`config.mk`:
```
export PLATFORM = sky130hd
export DESIGN_NAME = shredder_frame_sequencer
export DESIGN_NICKNAME = d
export VERILOG_FILES = /design/src/rtl/shredder_frame_sequencer.sv
export SDC_FILE = /design/constraint.sdc
export NUM_CORES = 1
export LEC_CHECK = 0
export CORE_ASPECT_RATIO = 0.9
export CORE_MARGIN = 4
export CORE_UTILIZATION = 32
export DETAILED_ROUTE_END_ITERATION = 10
export HOLD_SLACK_MARGIN = 0.03
export PLACE_DENSITY = 0.89
export SETUP_SLACK_MARGIN = 0.02
export SYNTH_ARGS = -nofsm -noshare
export SYNTH_HDL_FRONTEND = slang
export SYNTH_SLANG_ARGS = --single-unit
```
`constraint.sdc`:
```
create_clock -name clk -period 5.5 [get_ports clk]
set_clock_uncertainty 0.1 [all_clocks]
set_input_delay 1.1 -clock clk [delete_from_list [all_inputs] [get_ports clk]]
set_output_delay 1.1 -clock clk [all_outputs]
set_load 0.005 [all_outputs]
```
`src/rtl/shredder_frame_sequencer.sv`:
```
// shredder_frame_sequencer
// Runs one Life generation: streams the current frame row by row through
// shredder_array, adds a zero padding row below the frame, and writes each
// next-state row into the next-frame RAM. One start pulse = one generation.
module shredder_frame_sequencer #(
   parameter int WIDTH  = 32,
   parameter int HEIGHT = 32,
   parameter int ADDR_W = 5,
   parameter int LAT    = 1
) (
   input  logic              clk,
   input  logic              rst,
   input  logic              start,
   output logic              busy,
   output logic              done,
   output logic              rd_en,
   output logic [ADDR_W-1:0] rd_addr,
   input  logic [WIDTH-1:0]  rd_data,
   output logic              arr_rst,
   output logic [WIDTH-1:0]  arr_in,
   input  logic [WIDTH-1:0]  arr_out,
   output logic              wr_en,
   output logic [ADDR_W-1:0] wr_addr,
   output logic [WIDTH-1:0]  wr_data
);

   localparam logic [ADDR_W-1:0] LAST_ROW = ADDR_W'(HEIGHT - 1);

   typedef enum logic [2:0] {
      S_IDLE,
      S_CLEAR,
      S_FEED,
      S_FLUSH,
      S_DONE
   } state_t;

   state_t state;

   // Row currently on arr_in (RAM data is valid the cycle after rd_en)
   logic              rd_valid;
   logic [ADDR_W-1:0] rd_row;

   // Write tracking pipe: a row presented on arr_in comes back from the
   // array as a next-state row LAT+1 cycles later (the array needs the row
   // below before it can resolve the row itself).
   logic              wv_pipe [0:LAT];
   logic [ADDR_W-1:0] wi_pipe [0:LAT];

   // The array is held clear during reset and during the CLEAR step, which
   // gives the zero row above the top of the frame.
   assign arr_rst = rst | (state == S_CLEAR);
   assign arr_in  = rd_valid ? rd_data : '0;
   assign wr_en   = wv_pipe[LAT];
   assign wr_addr = wi_pipe[LAT];
   assign wr_data = arr_out;

   // Sequencing FSM: clear array, read all rows, wait for the last write, pulse done
   always_ff @(posedge clk) begin
      if (rst) begin
         state   <= S_IDLE;
         busy    <= 1'b0;
         done    <= 1'b0;
         rd_en   <= 1'b0;
         rd_addr <= '0;
      end else begin
         done <= 1'b0;
         case (state)
            S_IDLE: begin
               if (start) begin
                  state <= S_CLEAR;
                  busy  <= 1'b1;
               end
            end
            S_CLEAR: begin
               state   <= S_FEED;
               rd_en   <= 1'b1;
               rd_addr <= '0;
            end
            S_FEED: begin
               if (rd_addr == LAST_ROW) begin
                  rd_en <= 1'b0;
                  state <= S_FLUSH;
               end else begin
                  rd_addr <= rd_addr + 1'b1;
               end
            end
            S_FLUSH: begin
               // arr_in is already zero here: that is the bottom padding row
               if (wr_en && (wr_addr == LAST_ROW)) begin
                  state <= S_DONE;
                  busy  <= 1'b0;
                  done  <= 1'b1;
               end
            end
            S_DONE: begin
               // start is deliberately not looked at here
               state <= S_IDLE;
            end
            default: begin
               state <= S_IDLE;
               busy  <= 1'b0;
               rd_en <= 1'b0;
            end
         endcase
      end
   end

   // Track which row the RAM is returning onto arr_in this cycle
   always_ff @(posedge clk) begin
      if (rst) begin
         rd_valid <= 1'b0;
         rd_row   <= '0;
      end else begin
         rd_valid <= rd_en;
         rd_row   <= rd_addr;
      end
   end

   // Delay the presented-row valid/index by LAT+1 cycles to drive the write port
   always_ff @(posedge clk) begin
      if (rst || (state == S_CLEAR)) begin
         for (int i = 0; i <= LAT; i++) begin
            wv_pipe[i] <= 1'b0;
            wi_pipe[i] <= '0;
         end
      end else begin
         wv_pipe[0] <= rd_valid;
         wi_pipe[0] <= rd_row;
         for (int i = 1; i <= LAT; i++) begin
            wv_pipe[i] <= wv_pipe[i-1];
            wi_pipe[i] <= wi_pipe[i-1];
         end
      end
   end

endmodule
```
==> reports/metrics.csv <==
stage;metric;value;unit
routing;DRT iter0 DRCs;23;
layout;commonest non-fill, non-tap cell in the layout;clkdlybuf4s50_1;
worst_setup_path;delay of the slowest cell on the worst path;0.62;ns
synth;syn_area_per_cell;8.54;um^2
routing;DRT Pass-1 Iters;4;
floorplanning;# rows;23;
synth;number of synthesized flops with an enable pin;0;
synth;Synth Cell Area;1520;um^2
power_and_ir_drop;Switching Share;0.207;
min_path;Hold WC Path Type;register to register;
layout;Area Growth Syn to Fin;45.8;%
worst_setup_path;required time worst endpoint;4.30;ns
place;dpl hpwl;2910;um
worst_setup_path;Crit-path slowest cell;clkdlybuf4s50_1;
sta;Final Hold Vio Count;0;
sta;f_max;241;MHz
routing;DR vias/cell;4.29;
clock_network;CTS tree;built;
sta;setup_tns;0;ns
sta;period utilization;0.755;
layout;commonest cells after routing, fill and taps aside;81 x clkdlybuf4s50_1, 45 x and2_1, 29 x dfxtp_1, 8 x nor2_1, 7 x nand2_1;
sta;RSZ-0062 raised after global routing;false;
worst_setup_path;Top Family by Delay on Critical Path;buffers and inverters;
power_and_ir_drop;Power Density;241;nW/um^2
worst_setup_path;Crit path buffers/inverters;3;
global_route;total track usage;0.120;
layout;share of cells above drive strength 1;0.0541;
worst_setup_path;startpoint types;input pin;
worst_setup_path;Arrival @ worst endpoint;2.95;ns
clock_network;clk sinks;29;
worst_setup_path;CP cell instances;clkdlybuf4s50_1, nor2_1, inv_1, clkdlybuf4s50_1;
power_and_ir_drop;leak pwr;0.000865;uW
place;Final Wtd Congestion;0.814;
sta;Min Clock Period, post-route;4.15;ns
clock_network;worst-skew pair later-pin latency;0.28;ns
floorplanning;chip width;80.7;um
place;area of placed instances;2100;um^2
routing;via count of the routed design;1217;
routing;Routed wire per std cell;13.0;um
floorplanning;Top Ports;146;
layout;number of antenna diodes;0;
global_route;global-route wire length before repair;5420;um
global_route;GRT overflow;0;
place;Port Buffers;81;
clock_network;post-CTS setup buffers;0;
global_route;vias in the first global route;1141;
layout;fin cells;284;
floorplanning;Core Region;4520;um^2
sta;worst relative slew slack;0.506;
power_and_ir_drop;P_sw;110;uW
power_and_ir_drop;Max VDD drop;0.000194;V
routing;Detail Route Antenna Nets;0;
synth;prevailing post-synth register cell;dfxtp_1;
routing;DRT Wirelength;3700;um
clock_network;clock slew at the register clock pins of the worst setup and hold paths;0.06;ns
power_and_ir_drop;internal power;423;uW
worst_setup_path;peak fanout along the critical path;14;
sta;Slew Limit Fails;0;
run_status;outcome;completed;
synth;Synth Warn #;0;
job;max_cap viols;0;
worst_setup_path;Crit Path Class;input pin to output port;
worst_setup_path;Worst setup EP type;output port;
synth;sequential share of the synthesized area;0.382;
floorplanning;initial cell density of the core;0.336;
floorplanning;full die area;5920;um^2
synth;Seq cells post-synth;29;
layout;Fillers;438;
layout;area of the multi-input gates;612;um^2
power_and_ir_drop;Comb pwr share;0.156;
clock_network;CTS Buf Count;5;
synth;Mapped Cells;178;
clock_network;cts repair resizes;0;
worst_setup_path;Top cell by count, worst path;clkdlybuf4s50_1;
synth;Async SR Flop Fraction;0;
layout;layout net count;290;
synth;Distinct cells, synth;30;
sta;endpoints failing setup;0;
synth;Post-Synthesis Net Count;247;
global_route;largest net degree at the start of global routing;34;
layout;post-route cell area;2220;um^2
power_and_ir_drop;clock power share;0.420;
sta;Slew @ Worst Pin;0.740;ns
clock_network;CTS Buffer Depth;2;
layout;FF/Latch Area;581;um^2
clock_network;root buf cell;clkbuf_8;
floorplanning;chip height;73.4;um
routing;DRC viols;0;
power_and_ir_drop;sequential share of power;0.424;
place;dpl cells;276;
clock_network;H-tree depth;2;
clock_network;CTS Hold Bufs;0;
global_route;initial antenna violation count;0;
sequential cells by signal (all words and copies together) (netlist names):
| name | count |
|---|---|
| wv_pipe | 2 |
| done | 1 |
| rd_row | 5 |
| busy | 1 |
| wi_pipe | 10 |
| rd_addr | 5 |
| state | 3 |
| rd_valid | 1 |
| rd_en | 1 |
per-stage QoR:
| step | total power (uW) | utilization | hold slack [ns] | setup slack [ns] |
|---|---|---|---|---|
| floorplan | 276 | - | 0.306 | 2.96 |
| global placement | 313 | 0.465 | 0.312 | 1.40 |
| detailed placement | 315 | 0.465 | 0.316 | 1.33 |
| CTS | 542 | 0.490 | 0.331 | 1.33 |
| global route | 559 | 0.490 | 0.347 | 1.14 |
| finish | 533 | 0.490 | 0.326 | 1.35 |
area by class of cell:
type,instances,area share
Inverter,5,0.00847
Tap cell,62,0.0350
Timing Repair Buffer,81,0.366
Multi-Input combinational cell,99,0.276
Clock buffer,7,0.0390
Clock inverter,1,0.0136
Sequential cell,29,0.262
metal layers:
metal | share of wire | GRT usage | vias up
met3 | 0.095 | 0.0723 | 15
met2 | 0.49 | 0.189 | 58
met4 | 0.020 | 0.0488 | 0
li1 | - | - | 611
met5 | 0 | 0 | -
met1 | 0.40 | 0.131 | 533
logic make-up (layout without fill, tap and decap cells):
| kind of cell | Yosys count | after routing | synth area share |
|---|---|---|---|
| muxes | 2 | 2 | 0.0140 |
| buffers and inverters | 50 | 94 | 0.216 |
| adders and majority gates | 2 | 2 | 0.0165 |
| xor gates and xnor gates | 1 | 1 | 0.00576 |
| AOI/OAI and AO/OA | 16 | 16 | 0.0691 |
| and+or+nand+nor | 78 | 78 | 0.297 |
| DFF | 29 | 29 | 0.382 |
synthesized netlist by cell type (2+ instances only):
| cell type | instances | area (um^2) |
|---|---|---|
| and2_1 | 45 | 282 |
| buf_4 | 37 | 278 |
| dfxtp_1 | 29 | 581 |
| nor2_1 | 8 | 30.0 |
| clkbuf_1 | 7 | 26.3 |
| nand2_1 | 7 | 26.3 |
| inv_1 | 5 | 18.8 |
| nor2b_1 | 5 | 31.3 |
| o21ai_0 | 5 | 25.0 |
| a21oi_1 | 3 | 15.0 |
| nand2b_1 | 3 | 18.8 |
| a21o_1 | 2 | 15.0 |
| ha_1 | 2 | 25.0 |
| nand3_1 | 2 | 10.0 |
| nor3_1 | 2 | 10.0 |
| nor4_1 | 2 | 12.5 |
path summary, 6_finish.rpt:
| check | end | depth (start not counted) | slack, ns | from |
|---|---|---|---|---|
| worst max-delay path | arr_rst | 4 | 1.35 | rst |
| worst min-delay path | wi_pipe[0][9] | 1 | 0.33 | wi_pipe[0][4] |
| worst max register to register | rd_addr[0] | 7 | 3.37 | rd_addr[0] |
| worst min register to register | wi_pipe[0][9] | 1 | 0.33 | wi_pipe[0][4] |
power by group through the flow:
| stage | logic [uW] | registers (uW) | clock network, uW |
|---|---|---|---|
| 5_1_grt | 90.4 | 228 | 241 |
| 3_3_place_gp | 82.1 | 231 | 0 |
| 3_5_place_dp | 83.8 | 231 | 0 |
| 2_1_floorplan | 51.8 | 225 | 0 |
| 6_report | 83.2 | 226 | 224 |
| 4_1_cts | 84.5 | 226 | 231 |
(Power assumes the default switching activity.)
